===== config.mk =====
export PLATFORM = sky130hd
export DESIGN_NAME = nasti_stream_merger_flat
export DESIGN_NICKNAME = d
export VERILOG_FILES = /design/src/rtl/nasti_stream_merger_if.sv /design/src/rtl/nasti_stream_merger.sv /design/src/flat_wrapper.sv
export SDC_FILE = /design/constraint.sdc
export NUM_CORES = 1
export LEC_CHECK = 0
export CAP_MARGIN = 10
export CORE_AREA = 2 2 194 196
export DETAILED_ROUTE_END_ITERATION = 12
export DIE_AREA = 0 0 196 198
export HOLD_SLACK_MARGIN = 0.1
export PLACE_DENSITY_LB_ADDON = 0.15
export SYNTH_ARGS = -nofsm -noshare
export SYNTH_HDL_FRONTEND = slang
export SYNTH_SLANG_ARGS = --single-unit
export TNS_END_PERCENT = 30

===== constraint.sdc =====
create_clock -name clk -period 2.56 [get_ports clk]
set_input_delay 0.384 -clock clk [delete_from_list [all_inputs] [get_ports clk]]
set_output_delay 0.384 -clock clk [all_outputs]
set_load 0.005 [all_outputs]

===== src/rtl/nasti_stream_merger_if.sv =====
// NASTI stream channel: N_CHANNEL parallel AXI-stream style lanes sharing one bundle.
// Senders use the master modport and receivers use the slave modport.
interface nasti_stream_channel #(
   parameter int N_CHANNEL  = 1,
   parameter int DATA_WIDTH = 32,
   parameter int ID_WIDTH   = 4,
   parameter int DEST_WIDTH = 4,
   parameter int USER_WIDTH = 4
);
   localparam int STRB_WIDTH = DATA_WIDTH / 8;

   logic [N_CHANNEL-1:0]                 t_valid;
   logic [N_CHANNEL-1:0]                 t_ready;
   logic [N_CHANNEL-1:0][DATA_WIDTH-1:0] t_data;
   logic [N_CHANNEL-1:0][STRB_WIDTH-1:0] t_strb;
   logic [N_CHANNEL-1:0][STRB_WIDTH-1:0] t_keep;
   logic [N_CHANNEL-1:0]                 t_last;
   logic [N_CHANNEL-1:0][ID_WIDTH-1:0]   t_id;
   logic [N_CHANNEL-1:0][DEST_WIDTH-1:0] t_dest;
   logic [N_CHANNEL-1:0][USER_WIDTH-1:0] t_user;

   modport master (
      output t_valid, t_data, t_strb, t_keep, t_last, t_id, t_dest, t_user,
      input  t_ready
   );

   modport slave (
      input  t_valid, t_data, t_strb, t_keep, t_last, t_id, t_dest, t_user,
      output t_ready
   );
endinterface


===== src/rtl/nasti_stream_merger.sv =====
// Packet-atomic round-robin merger of up to eight NASTI streams onto one output lane,
// with a single full-throughput output register stage.
module nasti_stream_merger #(
   parameter int N_PORT     = 1,
   parameter int N_CHANNEL  = 1,
   parameter int DATA_WIDTH = 32,
   parameter int ID_WIDTH   = 4,
   parameter int DEST_WIDTH = 4,
   parameter int USER_WIDTH = 4
) (
   input  logic               clk,
   input  logic               rstn,
   nasti_stream_channel.slave slave_0,
   nasti_stream_channel.slave slave_1,
   nasti_stream_channel.slave slave_2,
   nasti_stream_channel.slave slave_3,
   nasti_stream_channel.slave slave_4,
   nasti_stream_channel.slave slave_5,
   nasti_stream_channel.slave slave_6,
   nasti_stream_channel.slave slave_7,
   nasti_stream_channel.master master
);
   localparam int STRB_WIDTH = DATA_WIDTH / 8;
   localparam logic [7:0] PORT_MASK = 8'((9'd1 << N_PORT) - 9'd1);

   typedef struct packed {
      logic [DATA_WIDTH-1:0] data;
      logic [STRB_WIDTH-1:0] strb;
      logic [STRB_WIDTH-1:0] keep;
      logic                  last;
      logic [ID_WIDTH-1:0]   id;
      logic [DEST_WIDTH-1:0] dest;
      logic [USER_WIDTH-1:0] user;
   } beat_t;

   typedef enum logic {S_IDLE, S_LOCKED} state_t;

   state_t     state_q, state_d;
   logic [2:0] lock_q, lock_d;
   logic [2:0] last_q, last_d;
   logic       out_valid_q;
   beat_t      out_beat_q;

   logic [7:0] raw_valid;
   logic [7:0] in_valid;
   logic [7:0] in_ready;
   beat_t      in_beat [8];
   logic [2:0] grant_idx;
   logic [2:0] cand;
   logic       grant_en;
   logic       buf_free;
   logic       accept;

   assign raw_valid = {slave_7.t_valid[0], slave_6.t_valid[0], slave_5.t_valid[0],
                       slave_4.t_valid[0], slave_3.t_valid[0], slave_2.t_valid[0],
                       slave_1.t_valid[0], slave_0.t_valid[0]};
   // Ports at or above N_PORT are masked here so they can never win arbitration.
   assign in_valid  = raw_valid & PORT_MASK;

   assign in_beat[0] = {slave_0.t_data[0], slave_0.t_strb[0], slave_0.t_keep[0], slave_0.t_last[0],
                        slave_0.t_id[0], slave_0.t_dest[0], slave_0.t_user[0]};
   assign in_beat[1] = {slave_1.t_data[0], slave_1.t_strb[0], slave_1.t_keep[0], slave_1.t_last[0],
                        slave_1.t_id[0], slave_1.t_dest[0], slave_1.t_user[0]};
   assign in_beat[2] = {slave_2.t_data[0], slave_2.t_strb[0], slave_2.t_keep[0], slave_2.t_last[0],
                        slave_2.t_id[0], slave_2.t_dest[0], slave_2.t_user[0]};
   assign in_beat[3] = {slave_3.t_data[0], slave_3.t_strb[0], slave_3.t_keep[0], slave_3.t_last[0],
                        slave_3.t_id[0], slave_3.t_dest[0], slave_3.t_user[0]};
   assign in_beat[4] = {slave_4.t_data[0], slave_4.t_strb[0], slave_4.t_keep[0], slave_4.t_last[0],
                        slave_4.t_id[0], slave_4.t_dest[0], slave_4.t_user[0]};
   assign in_beat[5] = {slave_5.t_data[0], slave_5.t_strb[0], slave_5.t_keep[0], slave_5.t_last[0],
                        slave_5.t_id[0], slave_5.t_dest[0], slave_5.t_user[0]};
   assign in_beat[6] = {slave_6.t_data[0], slave_6.t_strb[0], slave_6.t_keep[0], slave_6.t_last[0],
                        slave_6.t_id[0], slave_6.t_dest[0], slave_6.t_user[0]};
   assign in_beat[7] = {slave_7.t_data[0], slave_7.t_strb[0], slave_7.t_keep[0], slave_7.t_last[0],
                        slave_7.t_id[0], slave_7.t_dest[0], slave_7.t_user[0]};

   assign buf_free = !out_valid_q || master.t_ready[0];

   always_comb begin
      // NOTE: every output gets a default first so no path leaves one unassigned (no latch).
      grant_en  = 1'b0;
      grant_idx = '0;
      cand      = '0;
      in_ready  = '0;
      state_d   = state_q;
      lock_d    = lock_q;
      last_d    = last_q;

      if (state_q == S_LOCKED) begin
         grant_en  = 1'b1;
         grant_idx = lock_q;
      end else begin
         for (int i = 1; i <= N_PORT; i++) begin
            cand = 3'((int'(last_q) + i) % N_PORT);
            if (!grant_en && in_valid[cand]) begin
               grant_en  = 1'b1;
               grant_idx = cand;
            end
         end
      end

      if (rstn && grant_en) in_ready[grant_idx] = buf_free;
      accept = rstn && grant_en && in_valid[grant_idx] && buf_free;

      if (accept) begin
         if (state_q == S_IDLE) begin
            last_d = grant_idx;
            lock_d = grant_idx;
            if (!in_beat[grant_idx].last) state_d = S_LOCKED;
         end else if (in_beat[grant_idx].last) begin
            state_d = S_IDLE;
         end
      end
   end

   always_ff @(posedge clk) begin
      // NOTE: state registers use non-blocking assignments so all flops update together.
      if (!rstn) begin
         state_q     <= S_IDLE;
         lock_q      <= '0;
         last_q      <= 3'(N_PORT - 1);
         out_valid_q <= 1'b0;
         out_beat_q  <= '0;
      end else begin
         state_q <= state_d;
         lock_q  <= lock_d;
         last_q  <= last_d;
         if (accept) begin
            out_valid_q <= 1'b1;
            out_beat_q  <= in_beat[grant_idx];
         end else if (master.t_ready[0]) begin
            out_valid_q <= 1'b0;
         end
      end
   end

   always_comb begin
      master.t_valid = '0;
      master.t_data  = '0;
      master.t_strb  = '0;
      master.t_keep  = '0;
      master.t_last  = '0;
      master.t_id    = '0;
      master.t_dest  = '0;
      master.t_user  = '0;
      master.t_valid[0] = out_valid_q;
      master.t_data[0]  = out_beat_q.data;
      master.t_strb[0]  = out_beat_q.strb;
      master.t_keep[0]  = out_beat_q.keep;
      master.t_last[0]  = out_beat_q.last;
      master.t_id[0]    = out_beat_q.id;
      master.t_dest[0]  = out_beat_q.dest;
      master.t_user[0]  = out_beat_q.user;

      slave_0.t_ready = '0;  slave_0.t_ready[0] = in_ready[0];
      slave_1.t_ready = '0;  slave_1.t_ready[0] = in_ready[1];
      slave_2.t_ready = '0;  slave_2.t_ready[0] = in_ready[2];
      slave_3.t_ready = '0;  slave_3.t_ready[0] = in_ready[3];
      slave_4.t_ready = '0;  slave_4.t_ready[0] = in_ready[4];
      slave_5.t_ready = '0;  slave_5.t_ready[0] = in_ready[5];
      slave_6.t_ready = '0;  slave_6.t_ready[0] = in_ready[6];
      slave_7.t_ready = '0;  slave_7.t_ready[0] = in_ready[7];
   end
endmodule

===== src/flat_wrapper.sv =====
// flat-port wrapper written by rule: the top's interface ports become plain ports
module nasti_stream_merger_flat 
#(
   parameter int N_PORT     = 1,
   parameter int N_CHANNEL  = 1,
   parameter int DATA_WIDTH = 32,
   parameter int ID_WIDTH   = 4,
   parameter int DEST_WIDTH = 4,
   parameter int USER_WIDTH = 4
)
  (clk, rstn, slave_0_t_valid, slave_0_t_data, slave_0_t_strb, slave_0_t_keep, slave_0_t_last, slave_0_t_id, slave_0_t_dest, slave_0_t_user, slave_0_t_ready, slave_1_t_valid, slave_1_t_data, slave_1_t_strb, slave_1_t_keep, slave_1_t_last, slave_1_t_id, slave_1_t_dest, slave_1_t_user, slave_1_t_ready, slave_2_t_valid, slave_2_t_data, slave_2_t_strb, slave_2_t_keep, slave_2_t_last, slave_2_t_id, slave_2_t_dest, slave_2_t_user, slave_2_t_ready, slave_3_t_valid, slave_3_t_data, slave_3_t_strb, slave_3_t_keep, slave_3_t_last, slave_3_t_id, slave_3_t_dest, slave_3_t_user, slave_3_t_ready, slave_4_t_valid, slave_4_t_data, slave_4_t_strb, slave_4_t_keep, slave_4_t_last, slave_4_t_id, slave_4_t_dest, slave_4_t_user, slave_4_t_ready, slave_5_t_valid, slave_5_t_data, slave_5_t_strb, slave_5_t_keep, slave_5_t_last, slave_5_t_id, slave_5_t_dest, slave_5_t_user, slave_5_t_ready, slave_6_t_valid, slave_6_t_data, slave_6_t_strb, slave_6_t_keep, slave_6_t_last, slave_6_t_id, slave_6_t_dest, slave_6_t_user, slave_6_t_ready, slave_7_t_valid, slave_7_t_data, slave_7_t_strb, slave_7_t_keep, slave_7_t_last, slave_7_t_id, slave_7_t_dest, slave_7_t_user, slave_7_t_ready, master_t_valid, master_t_data, master_t_strb, master_t_keep, master_t_last, master_t_id, master_t_dest, master_t_user, master_t_ready);
  nasti_stream_channel #(.N_CHANNEL(N_CHANNEL), .DATA_WIDTH(DATA_WIDTH), .ID_WIDTH(ID_WIDTH), .DEST_WIDTH(DEST_WIDTH), .USER_WIDTH(USER_WIDTH)) slave_0_i ();
  nasti_stream_channel #(.N_CHANNEL(N_CHANNEL), .DATA_WIDTH(DATA_WIDTH), .ID_WIDTH(ID_WIDTH), .DEST_WIDTH(DEST_WIDTH), .USER_WIDTH(USER_WIDTH)) slave_1_i ();
  nasti_stream_channel #(.N_CHANNEL(N_CHANNEL), .DATA_WIDTH(DATA_WIDTH), .ID_WIDTH(ID_WIDTH), .DEST_WIDTH(DEST_WIDTH), .USER_WIDTH(USER_WIDTH)) slave_2_i ();
  nasti_stream_channel #(.N_CHANNEL(N_CHANNEL), .DATA_WIDTH(DATA_WIDTH), .ID_WIDTH(ID_WIDTH), .DEST_WIDTH(DEST_WIDTH), .USER_WIDTH(USER_WIDTH)) slave_3_i ();
  nasti_stream_channel #(.N_CHANNEL(N_CHANNEL), .DATA_WIDTH(DATA_WIDTH), .ID_WIDTH(ID_WIDTH), .DEST_WIDTH(DEST_WIDTH), .USER_WIDTH(USER_WIDTH)) slave_4_i ();
  nasti_stream_channel #(.N_CHANNEL(N_CHANNEL), .DATA_WIDTH(DATA_WIDTH), .ID_WIDTH(ID_WIDTH), .DEST_WIDTH(DEST_WIDTH), .USER_WIDTH(USER_WIDTH)) slave_5_i ();
  nasti_stream_channel #(.N_CHANNEL(N_CHANNEL), .DATA_WIDTH(DATA_WIDTH), .ID_WIDTH(ID_WIDTH), .DEST_WIDTH(DEST_WIDTH), .USER_WIDTH(USER_WIDTH)) slave_6_i ();
  nasti_stream_channel #(.N_CHANNEL(N_CHANNEL), .DATA_WIDTH(DATA_WIDTH), .ID_WIDTH(ID_WIDTH), .DEST_WIDTH(DEST_WIDTH), .USER_WIDTH(USER_WIDTH)) slave_7_i ();
  nasti_stream_channel #(.N_CHANNEL(N_CHANNEL), .DATA_WIDTH(DATA_WIDTH), .ID_WIDTH(ID_WIDTH), .DEST_WIDTH(DEST_WIDTH), .USER_WIDTH(USER_WIDTH)) master_i ();
  input  logic clk;
  input  logic rstn;
  input wire logic [$bits(slave_0_i.t_valid)-1:0] slave_0_t_valid;
  input wire logic [$bits(slave_0_i.t_data)-1:0] slave_0_t_data;
  input wire logic [$bits(slave_0_i.t_strb)-1:0] slave_0_t_strb;
  input wire logic [$bits(slave_0_i.t_keep)-1:0] slave_0_t_keep;
  input wire logic [$bits(slave_0_i.t_last)-1:0] slave_0_t_last;
  input wire logic [$bits(slave_0_i.t_id)-1:0] slave_0_t_id;
  input wire logic [$bits(slave_0_i.t_dest)-1:0] slave_0_t_dest;
  input wire logic [$bits(slave_0_i.t_user)-1:0] slave_0_t_user;
  output wire logic [$bits(slave_0_i.t_ready)-1:0] slave_0_t_ready;
  input wire logic [$bits(slave_1_i.t_valid)-1:0] slave_1_t_valid;
  input wire logic [$bits(slave_1_i.t_data)-1:0] slave_1_t_data;
  input wire logic [$bits(slave_1_i.t_strb)-1:0] slave_1_t_strb;
  input wire logic [$bits(slave_1_i.t_keep)-1:0] slave_1_t_keep;
  input wire logic [$bits(slave_1_i.t_last)-1:0] slave_1_t_last;
  input wire logic [$bits(slave_1_i.t_id)-1:0] slave_1_t_id;
  input wire logic [$bits(slave_1_i.t_dest)-1:0] slave_1_t_dest;
  input wire logic [$bits(slave_1_i.t_user)-1:0] slave_1_t_user;
  output wire logic [$bits(slave_1_i.t_ready)-1:0] slave_1_t_ready;
  input wire logic [$bits(slave_2_i.t_valid)-1:0] slave_2_t_valid;
  input wire logic [$bits(slave_2_i.t_data)-1:0] slave_2_t_data;
  input wire logic [$bits(slave_2_i.t_strb)-1:0] slave_2_t_strb;
  input wire logic [$bits(slave_2_i.t_keep)-1:0] slave_2_t_keep;
  input wire logic [$bits(slave_2_i.t_last)-1:0] slave_2_t_last;
  input wire logic [$bits(slave_2_i.t_id)-1:0] slave_2_t_id;
  input wire logic [$bits(slave_2_i.t_dest)-1:0] slave_2_t_dest;
  input wire logic [$bits(slave_2_i.t_user)-1:0] slave_2_t_user;
  output wire logic [$bits(slave_2_i.t_ready)-1:0] slave_2_t_ready;
  input wire logic [$bits(slave_3_i.t_valid)-1:0] slave_3_t_valid;
  input wire logic [$bits(slave_3_i.t_data)-1:0] slave_3_t_data;
  input wire logic [$bits(slave_3_i.t_strb)-1:0] slave_3_t_strb;
  input wire logic [$bits(slave_3_i.t_keep)-1:0] slave_3_t_keep;
  input wire logic [$bits(slave_3_i.t_last)-1:0] slave_3_t_last;
  input wire logic [$bits(slave_3_i.t_id)-1:0] slave_3_t_id;
  input wire logic [$bits(slave_3_i.t_dest)-1:0] slave_3_t_dest;
  input wire logic [$bits(slave_3_i.t_user)-1:0] slave_3_t_user;
  output wire logic [$bits(slave_3_i.t_ready)-1:0] slave_3_t_ready;
  input wire logic [$bits(slave_4_i.t_valid)-1:0] slave_4_t_valid;
  input wire logic [$bits(slave_4_i.t_data)-1:0] slave_4_t_data;
  input wire logic [$bits(slave_4_i.t_strb)-1:0] slave_4_t_strb;
  input wire logic [$bits(slave_4_i.t_keep)-1:0] slave_4_t_keep;
  input wire logic [$bits(slave_4_i.t_last)-1:0] slave_4_t_last;
  input wire logic [$bits(slave_4_i.t_id)-1:0] slave_4_t_id;
  input wire logic [$bits(slave_4_i.t_dest)-1:0] slave_4_t_dest;
  input wire logic [$bits(slave_4_i.t_user)-1:0] slave_4_t_user;
  output wire logic [$bits(slave_4_i.t_ready)-1:0] slave_4_t_ready;
  input wire logic [$bits(slave_5_i.t_valid)-1:0] slave_5_t_valid;
  input wire logic [$bits(slave_5_i.t_data)-1:0] slave_5_t_data;
  input wire logic [$bits(slave_5_i.t_strb)-1:0] slave_5_t_strb;
  input wire logic [$bits(slave_5_i.t_keep)-1:0] slave_5_t_keep;
  input wire logic [$bits(slave_5_i.t_last)-1:0] slave_5_t_last;
  input wire logic [$bits(slave_5_i.t_id)-1:0] slave_5_t_id;
  input wire logic [$bits(slave_5_i.t_dest)-1:0] slave_5_t_dest;
  input wire logic [$bits(slave_5_i.t_user)-1:0] slave_5_t_user;
  output wire logic [$bits(slave_5_i.t_ready)-1:0] slave_5_t_ready;
  input wire logic [$bits(slave_6_i.t_valid)-1:0] slave_6_t_valid;
  input wire logic [$bits(slave_6_i.t_data)-1:0] slave_6_t_data;
  input wire logic [$bits(slave_6_i.t_strb)-1:0] slave_6_t_strb;
  input wire logic [$bits(slave_6_i.t_keep)-1:0] slave_6_t_keep;
  input wire logic [$bits(slave_6_i.t_last)-1:0] slave_6_t_last;
  input wire logic [$bits(slave_6_i.t_id)-1:0] slave_6_t_id;
  input wire logic [$bits(slave_6_i.t_dest)-1:0] slave_6_t_dest;
  input wire logic [$bits(slave_6_i.t_user)-1:0] slave_6_t_user;
  output wire logic [$bits(slave_6_i.t_ready)-1:0] slave_6_t_ready;
  input wire logic [$bits(slave_7_i.t_valid)-1:0] slave_7_t_valid;
  input wire logic [$bits(slave_7_i.t_data)-1:0] slave_7_t_data;
  input wire logic [$bits(slave_7_i.t_strb)-1:0] slave_7_t_strb;
  input wire logic [$bits(slave_7_i.t_keep)-1:0] slave_7_t_keep;
  input wire logic [$bits(slave_7_i.t_last)-1:0] slave_7_t_last;
  input wire logic [$bits(slave_7_i.t_id)-1:0] slave_7_t_id;
  input wire logic [$bits(slave_7_i.t_dest)-1:0] slave_7_t_dest;
  input wire logic [$bits(slave_7_i.t_user)-1:0] slave_7_t_user;
  output wire logic [$bits(slave_7_i.t_ready)-1:0] slave_7_t_ready;
  output wire logic [$bits(master_i.t_valid)-1:0] master_t_valid;
  output wire logic [$bits(master_i.t_data)-1:0] master_t_data;
  output wire logic [$bits(master_i.t_strb)-1:0] master_t_strb;
  output wire logic [$bits(master_i.t_keep)-1:0] master_t_keep;
  output wire logic [$bits(master_i.t_last)-1:0] master_t_last;
  output wire logic [$bits(master_i.t_id)-1:0] master_t_id;
  output wire logic [$bits(master_i.t_dest)-1:0] master_t_dest;
  output wire logic [$bits(master_i.t_user)-1:0] master_t_user;
  input wire logic [$bits(master_i.t_ready)-1:0] master_t_ready;
  assign slave_0_i.t_valid = slave_0_t_valid;
  assign slave_0_i.t_data = slave_0_t_data;
  assign slave_0_i.t_strb = slave_0_t_strb;
  assign slave_0_i.t_keep = slave_0_t_keep;
  assign slave_0_i.t_last = slave_0_t_last;
  assign slave_0_i.t_id = slave_0_t_id;
  assign slave_0_i.t_dest = slave_0_t_dest;
  assign slave_0_i.t_user = slave_0_t_user;
  assign slave_0_t_ready = slave_0_i.t_ready;
  assign slave_1_i.t_valid = slave_1_t_valid;
  assign slave_1_i.t_data = slave_1_t_data;
  assign slave_1_i.t_strb = slave_1_t_strb;
  assign slave_1_i.t_keep = slave_1_t_keep;
  assign slave_1_i.t_last = slave_1_t_last;
  assign slave_1_i.t_id = slave_1_t_id;
  assign slave_1_i.t_dest = slave_1_t_dest;
  assign slave_1_i.t_user = slave_1_t_user;
  assign slave_1_t_ready = slave_1_i.t_ready;
  assign slave_2_i.t_valid = slave_2_t_valid;
  assign slave_2_i.t_data = slave_2_t_data;
  assign slave_2_i.t_strb = slave_2_t_strb;
  assign slave_2_i.t_keep = slave_2_t_keep;
  assign slave_2_i.t_last = slave_2_t_last;
  assign slave_2_i.t_id = slave_2_t_id;
  assign slave_2_i.t_dest = slave_2_t_dest;
  assign slave_2_i.t_user = slave_2_t_user;
  assign slave_2_t_ready = slave_2_i.t_ready;
  assign slave_3_i.t_valid = slave_3_t_valid;
  assign slave_3_i.t_data = slave_3_t_data;
  assign slave_3_i.t_strb = slave_3_t_strb;
  assign slave_3_i.t_keep = slave_3_t_keep;
  assign slave_3_i.t_last = slave_3_t_last;
  assign slave_3_i.t_id = slave_3_t_id;
  assign slave_3_i.t_dest = slave_3_t_dest;
  assign slave_3_i.t_user = slave_3_t_user;
  assign slave_3_t_ready = slave_3_i.t_ready;
  assign slave_4_i.t_valid = slave_4_t_valid;
  assign slave_4_i.t_data = slave_4_t_data;
  assign slave_4_i.t_strb = slave_4_t_strb;
  assign slave_4_i.t_keep = slave_4_t_keep;
  assign slave_4_i.t_last = slave_4_t_last;
  assign slave_4_i.t_id = slave_4_t_id;
  assign slave_4_i.t_dest = slave_4_t_dest;
  assign slave_4_i.t_user = slave_4_t_user;
  assign slave_4_t_ready = slave_4_i.t_ready;
  assign slave_5_i.t_valid = slave_5_t_valid;
  assign slave_5_i.t_data = slave_5_t_data;
  assign slave_5_i.t_strb = slave_5_t_strb;
  assign slave_5_i.t_keep = slave_5_t_keep;
  assign slave_5_i.t_last = slave_5_t_last;
  assign slave_5_i.t_id = slave_5_t_id;
  assign slave_5_i.t_dest = slave_5_t_dest;
  assign slave_5_i.t_user = slave_5_t_user;
  assign slave_5_t_ready = slave_5_i.t_ready;
  assign slave_6_i.t_valid = slave_6_t_valid;
  assign slave_6_i.t_data = slave_6_t_data;
  assign slave_6_i.t_strb = slave_6_t_strb;
  assign slave_6_i.t_keep = slave_6_t_keep;
  assign slave_6_i.t_last = slave_6_t_last;
  assign slave_6_i.t_id = slave_6_t_id;
  assign slave_6_i.t_dest = slave_6_t_dest;
  assign slave_6_i.t_user = slave_6_t_user;
  assign slave_6_t_ready = slave_6_i.t_ready;
  assign slave_7_i.t_valid = slave_7_t_valid;
  assign slave_7_i.t_data = slave_7_t_data;
  assign slave_7_i.t_strb = slave_7_t_strb;
  assign slave_7_i.t_keep = slave_7_t_keep;
  assign slave_7_i.t_last = slave_7_t_last;
  assign slave_7_i.t_id = slave_7_t_id;
  assign slave_7_i.t_dest = slave_7_t_dest;
  assign slave_7_i.t_user = slave_7_t_user;
  assign slave_7_t_ready = slave_7_i.t_ready;
  assign master_t_valid = master_i.t_valid;
  assign master_t_data = master_i.t_data;
  assign master_t_strb = master_i.t_strb;
  assign master_t_keep = master_i.t_keep;
  assign master_t_last = master_i.t_last;
  assign master_t_id = master_i.t_id;
  assign master_t_dest = master_i.t_dest;
  assign master_t_user = master_i.t_user;
  assign master_i.t_ready = master_t_ready;
  nasti_stream_merger #(.N_PORT(N_PORT), .N_CHANNEL(N_CHANNEL), .DATA_WIDTH(DATA_WIDTH), .ID_WIDTH(ID_WIDTH), .DEST_WIDTH(DEST_WIDTH), .USER_WIDTH(USER_WIDTH)) u_core (.clk(clk), .rstn(rstn), .slave_0(slave_0_i), .slave_1(slave_1_i), .slave_2(slave_2_i), .slave_3(slave_3_i), .slave_4(slave_4_i), .slave_5(slave_5_i), .slave_6(slave_6_i), .slave_7(slave_7_i), .master(master_i));
endmodule

* Word-level counts from Yosys, hierarchy flattened
Cells that the tools add are included.
Word-level totals: flip-flop bits (word level) 58, logic and storage cells 38, output and inout port bits 62, input bits 435
Operators by class: bitwise logic cells 3, mux-type cells 14, reduce and logical (&&, ||, !) cells 8, order comparisons 3
Operators with widths (count):
- 53-bit binary-select mux with 3-bit select | 1
- 53-bit 2-to-1 mux | 2
- 8-bit bitwise AND | 1
- 8-bit 2-to-1 mux | 1
- 1-bit 2-to-1 mux | 7
- 4-bit greater-or-equal comparator, second input constant | 1
- 1-bit logical AND | 4
- 3-bit by 4-bit < comparator with 1-bit output, second input constant | 1
- 3-bit inverter with 4-bit output | 1
- 1-bit binary-select mux with 3-bit select | 1
- 1-bit demux with 3-bit select | 1
- 3-bit by 1-bit greater-or-equal comparator with 1-bit output, second input constant | 1
- 3-bit 2-to-1 mux | 1
- 2-bit AND reduction | 1
- 2-bit nonzero test | 1
- 1-bit zero test | 1
- 1-bit logical OR | 1
- 1-bit inverter | 1

* Logic depth before layout (Yosys ltp)
Gate-level depths: netlist of the first run.
depth after elaboration 7, mapped depth 8, depth with buffers taken out 5

* Worst setup path after synthesis of the first run
No wires, ideal clock.
path type register to register, start point reg u_core.state_q, end point reg u_core.out_beat_q, in the netlist u_core.master.t_data[0], data required time 2443 ps, cell stages (with the launch flop) 9, path slack 857 ps, period minus slack after synthesis 1703 ps, arrival time 1586 ps, setup time 117 ps, buffers on the path 3, path through dfxtp_1 buf_4 nor2b_4 o211ai_4 or3b_1 buf_4 buf_6 nor3_2 nor2_1
On the way: word-level cells in the longest chain between the ends 5, elaborated cells on any way between the ends 11, those cells by class mux: 7; bitwise: 1; reduce/logical: 3
RTL lines:
- start: declaration | RTL line nasti_stream_merger.sv:38 | state_t state_q, state_d;
- start signal: assignment | RTL line nasti_stream_merger.sv:125 | state_q <= state_d;
- 3-bit 2-to-1 mux | RTL line nasti_stream_merger.sv:89 | if (state_q == S_LOCKED) begin
- 3-bit inverter with 4-bit output (implied by the code) or 1-bit binary-select mux with 3-bit select (tied branches) | RTL line nasti_stream_merger.sv:130, nasti_stream_merger.sv:103
- 53-bit binary-select mux with 3-bit select or 1-bit 2-to-1 mux (tied branches) | RTL line nasti_stream_merger.sv:130, nasti_stream_merger.sv:103
- 53-bit 2-to-1 mux or 1-bit logical AND (tied branches) (2 in series)
- end signal: assignment | RTL line nasti_stream_merger.sv:130 | out_beat_q <= in_beat[grant_idx];
- end: declaration | RTL line nasti_stream_merger.sv:42 | beat_t out_beat_q;
Parallel ways exist; a longest one is shown, timed or not. The select of a mux whose other input is x is not followed. A chain may end at the register's enable or synchronous reset.

* Worst setup path after layout of the first run
start point in master_t_ready, end point out slave_3_t_ready
On the way: word-level cells in the longest chain between the ends 3
RTL lines:
- start: declaration | RTL line flat_wrapper.sv:103 | input wire logic [$bits(master_i.t_ready)-1:0] master_t_ready;
- 1-bit logical OR | RTL line nasti_stream_merger.sv:77 | assign buf_free = !out_valid_q || master.t_ready[0];
- 8-bit bitwise AND (no source line)
- 8-bit 2-to-1 mux | RTL line nasti_stream_merger.sv:102 | if (rstn && grant_en) in_ready[grant_idx] = buf_free;
- end: declaration | RTL line flat_wrapper.sv:58 | output wire logic [$bits(slave_3_i.t_ready)-1:0] slave_3_t_ready;
Every way passes these cells.

==> impl_metrics.csv, run 1 <==
group,metric,value,unit
timing,worstMarginPinSlew,0.579,ns
clock_network,h-tree-depth,3,
die,die_height,198,µm
clock_network,postCtsHoldBufs,0,
critical_path,reg2reg_depth,6,
critical_path,regToRegEndpoint,"u_core.master.t_data[29]",
critical_path,crit_fanout,4,
pwr,leakage,5.23,nW
final_layout,mostFrequentLayoutCell,"clkdlybuf4s50_1",
final_layout,nNetsFinal,1519,
timing,max_clock_freq,413,MHz
die,die_area,38800,µm²
timing,setup_ws,0.138,ns
clock_network,clk_pin_slew,0.05,ns
critical_path,cp.buffers_inverters,2,
pwr,p_int,0.00263,W
clock_network,cts.sinks,58,
critical_path,path_depth,5,
pwr,swShare,0.244,
timing,period_share,0.946,
logic_synthesis,synth.distinct_cells,30,
timing,finalClockSkew,0.0111,ns
routing,avgViaCountPerCell,4.20,
critical_path,cpLargestDelayFamily,"buffers and inverters",
pwr,power.density,312,nW/µm²
placement,dp_hpwl,24.0,mm
clock_network,cts_tree,"yes",
critical_path,critPathCapture,"slave_3_t_ready",
status,status,"completed",
clock_network,insertion_delay,0.34,ns
pwr,pwr-share-clk,0.399,
critical_path,cp_cell_sequence,"clkdlybuf4s50_1 -> nand2b_1 -> nand4_1 -> nor2_1 -> clkdlybuf4s50_1",
timing,hold_violations,0,
die,start_util,0.147,
critical_path,crit_required,2.18,ns
critical_path,crit_path_max_incr_delay,0.51,ns
placement,dp_slack,0.105,ns
global_routing,antenna_found_initial,1,
critical_path,timing.rr.start,"u_core.state_q",
final_layout,areaGrowthSynthToFinish,106,%
die,pin_count,497,
pwr,p_switching,0.000848,W
timing,fin_setup_tns,0,ns
critical_path,path_common_cell,"clkdlybuf4s50_1",
die,fp.dieW,196,µm
worst_hold_path,hold_path.class,"primary input to flop",
logic_synthesis,yosysWarnings,0,
critical_path,arrival,2.04,ns
pwr,p_total,0.00348,W
pwr,vdd_drop_max,0.319,mV
pwr,comb_power_share,0.317,
clock_network,cts.path.max_buffers,2,
routing,drt_wl_total,30.4,mm
die,num_rows,71,
worst_hold_path,whs_path_depth,2,
global_routing,grt-ovfl-total,0,
logic_synthesis,synthesis.area,5420,µm²
critical_path,critPathLaunchType,"primary input",
final_layout,layout_common_cells,"484 x clkdlybuf4s50_1, 206 x mux2i_1, 105 x o22ai_1",
flow_run,cap_violations,0,
critical_path,critPathKind,"primary input to output pin",
global_routing,grt_pass1_vias,6998,
timing,slew_headroom,0.614,
logic_synthesis,syn-num-nets,1058,
die,coreArea,37000,µm²
placement,place_congestion,0.759,
logic_synthesis,post_synth_inst_count,623,
routing,ant_nets,0,
logic_synthesis,syn_area_per_cell,8.70,µm²
timing,rsz0062_at_grt,"false",
logic_synthesis,synth_seq_cells,58,
logic_synthesis,synth.yosys.seq_area_share,0.214,
routing,wl_per_cell,19.4,µm
critical_path,rrSetupSlack,0.39,ns
routing,drc_errors,0,
pwr,pwr-share-seq,0.283,
global_routing,grt_pass1_wl,43.5,mm
global_routing,grt_util_all_layers,0.149,
routing,drt_iter0_drc,151,
clock_network,cts_root_buffer,"clkbuf_16",
global_routing,grt_max_degree,44,
timing,finalCriticalPeriod,2.42,ns
placement,io_buffer_count,485,
routing,dr.pass1.iters,4,
routing,vias,6570,
critical_path,endpoint_kind,"output pin",
clock_network,cts_inserted_buffers,9,
critical_path,cp_slowest_cell,"clkdlybuf4s50_1",
final_layout,drive_above_1_share,0.0946,
timing,drv_slew,0,
timing,setup_viol,0,
critical_path,crit_start,"master_t_ready",
-- stage by stage --
step	hold slack, ns	instances	util	area [µm²]
final	0.415	1564	0.302	11200
after global routing	0.420	1564	0.302	11200
after CTS	0.406	1562	0.302	11200
after detailed placement	0.460	1546	0.293	10800
after global placement	0.455	1546	0.293	10800
after floorplan	0.460	623	-	5420
-- what timing repair did --
action / in CTS / in global routing
setup buffers: 0 / 1
resized for setup: 0 / 0
endpoints found under the setup margin: 0 / 4
-- kinds of logic after synthesis --
kind of cell,synth area share
compound gates,0.184
buf+inv,0.0624
flops,0.214
mux,0.387
simple gates,0.152
-- Yosys cell counts --
library cell / number / area (µm²)
a21boi_0: 2 / 15.0
a311oi_1: 1 / 8.76
buf_1: 2 / 7.51
buf_2: 18 / 90.1
buf_4: 8 / 60.1
buf_6: 5 / 56.3
clkbuf_1: 30 / 113
dfxtp_1: 58 / 1160
inv_1: 3 / 11.3
mux2_2: 3 / 33.8
mux2i_1: 206 / 2060
nand2_1: 3 / 11.3
nand2b_1: 1 / 6.26
nand3_1: 1 / 5.00
nand3b_1: 2 / 15.0
nand4_1: 1 / 6.26
nor2_1: 62 / 233
nor2b_1: 1 / 6.26
nor2b_4: 1 / 13.8
nor3_1: 2 / 10.0
nor3_2: 49 / 490
nor3b_4: 1 / 18.8
o211a_1: 2 / 20.0
o211ai_4: 1 / 21.3
o21a_1: 1 / 7.51
o21ai_0: 45 / 225
o21ai_1: 7 / 35.0
o221ai_1: 1 / 8.76
o22ai_1: 105 / 657
or3b_1: 1 / 8.76
-- layout make-up --
class	count	area [µm²]
Antenna cell	1	2.50
Timing Repair Buffer	513	5150
Inverter	3	11.3
Clock inverter	5	77.6
Multi-Input combinational cell	499	3940
Clock buffer	11	243
Tap cell	474	593
Fill cell	3953	25800
Sequential cell	58	1160
-- power by group through the flow --
stage	clock network [W]	registers, W	logic, W
after global routing	0.00147	0.000994	0.00119
after floorplan	0	0.00100	0.000268
after detailed placement	0	0.00101	0.00112
final	0.00139	0.000986	0.00110
after CTS	0.00145	0.000987	0.00112
after global placement	0	0.00100	0.00112
-- registers in the layout, summed over array words and instances (netlist names), 3 cells and up --
register and flops:
u_core.master.t_dest 4, u_core.lock_q 3, u_core.master.t_keep 4, u_core.master.t_id 4, u_core.master.t_strb 4, u_core.master.t_user 4, u_core.master.t_data 32
-- worst min path at each step --
stage	start	to	slack, ns
5_1_grt	rstn	u_core.state_q	0.42
3_3_place_gp	u_core.master.t_last	u_core.master.t_last	0.46
2_1_floorplan	u_core.master.t_last	u_core.master.t_last	0.46
4_1_cts	rstn	u_core.state_q	0.41
6_report	rstn	u_core.state_q	0.42
3_5_place_dp	u_core.master.t_last	u_core.master.t_last	0.46
-- routing by layer --
layer / track usage / share of wire / vias to the layer above
met5: 0 / 0 / -
met4: 0.0306 / 0.010 / 0
met3: 0.0387 / 0.066 / 13
met2: 0.277 / 0.51 / 253
met1: 0.171 / 0.41 / 3013
li1: - / - / 3291
-- worst reg2reg max path, cell delays in order (launching register included) --
cell	delay (ns)
dfxtp_1	0.60
nor2b_4	0.25
o211ai_4	0.15
or3b_4	0.55
buf_12	0.22
nor3_2	0.23
nor2_1	0.06
Power figures use the tool's default switching activity.
==> run 2, diff against run 1 <==
--- a/config.mk
+++ b/config.mk
@@ -5,8 +5,10 @@
 export SDC_FILE = /design/constraint.sdc
 export NUM_CORES = 1
 export LEC_CHECK = 0
+export ABC_AREA = 0
 export CAP_MARGIN = 10
 export CORE_AREA = 2 2 194 196
+export CTS_CLUSTER_DIAMETER = 120
 export DETAILED_ROUTE_END_ITERATION = 12
 export DIE_AREA = 0 0 196 198
 export HOLD_SLACK_MARGIN = 0.1
==> results of run 2 <==
Final layout, timing and power as in run 1 (identical DEF).
==> run 3, diff against run 2 <==
--- a/config.mk
+++ b/config.mk
@@ -8,7 +8,6 @@
 export ABC_AREA = 0
 export CAP_MARGIN = 10
 export CORE_AREA = 2 2 194 196
-export CTS_CLUSTER_DIAMETER = 120
 export DETAILED_ROUTE_END_ITERATION = 12
 export DIE_AREA = 0 0 196 198
 export HOLD_SLACK_MARGIN = 0.1
==> results of run 3 <==
Final layout, timing and power as in run 1 (identical DEF).
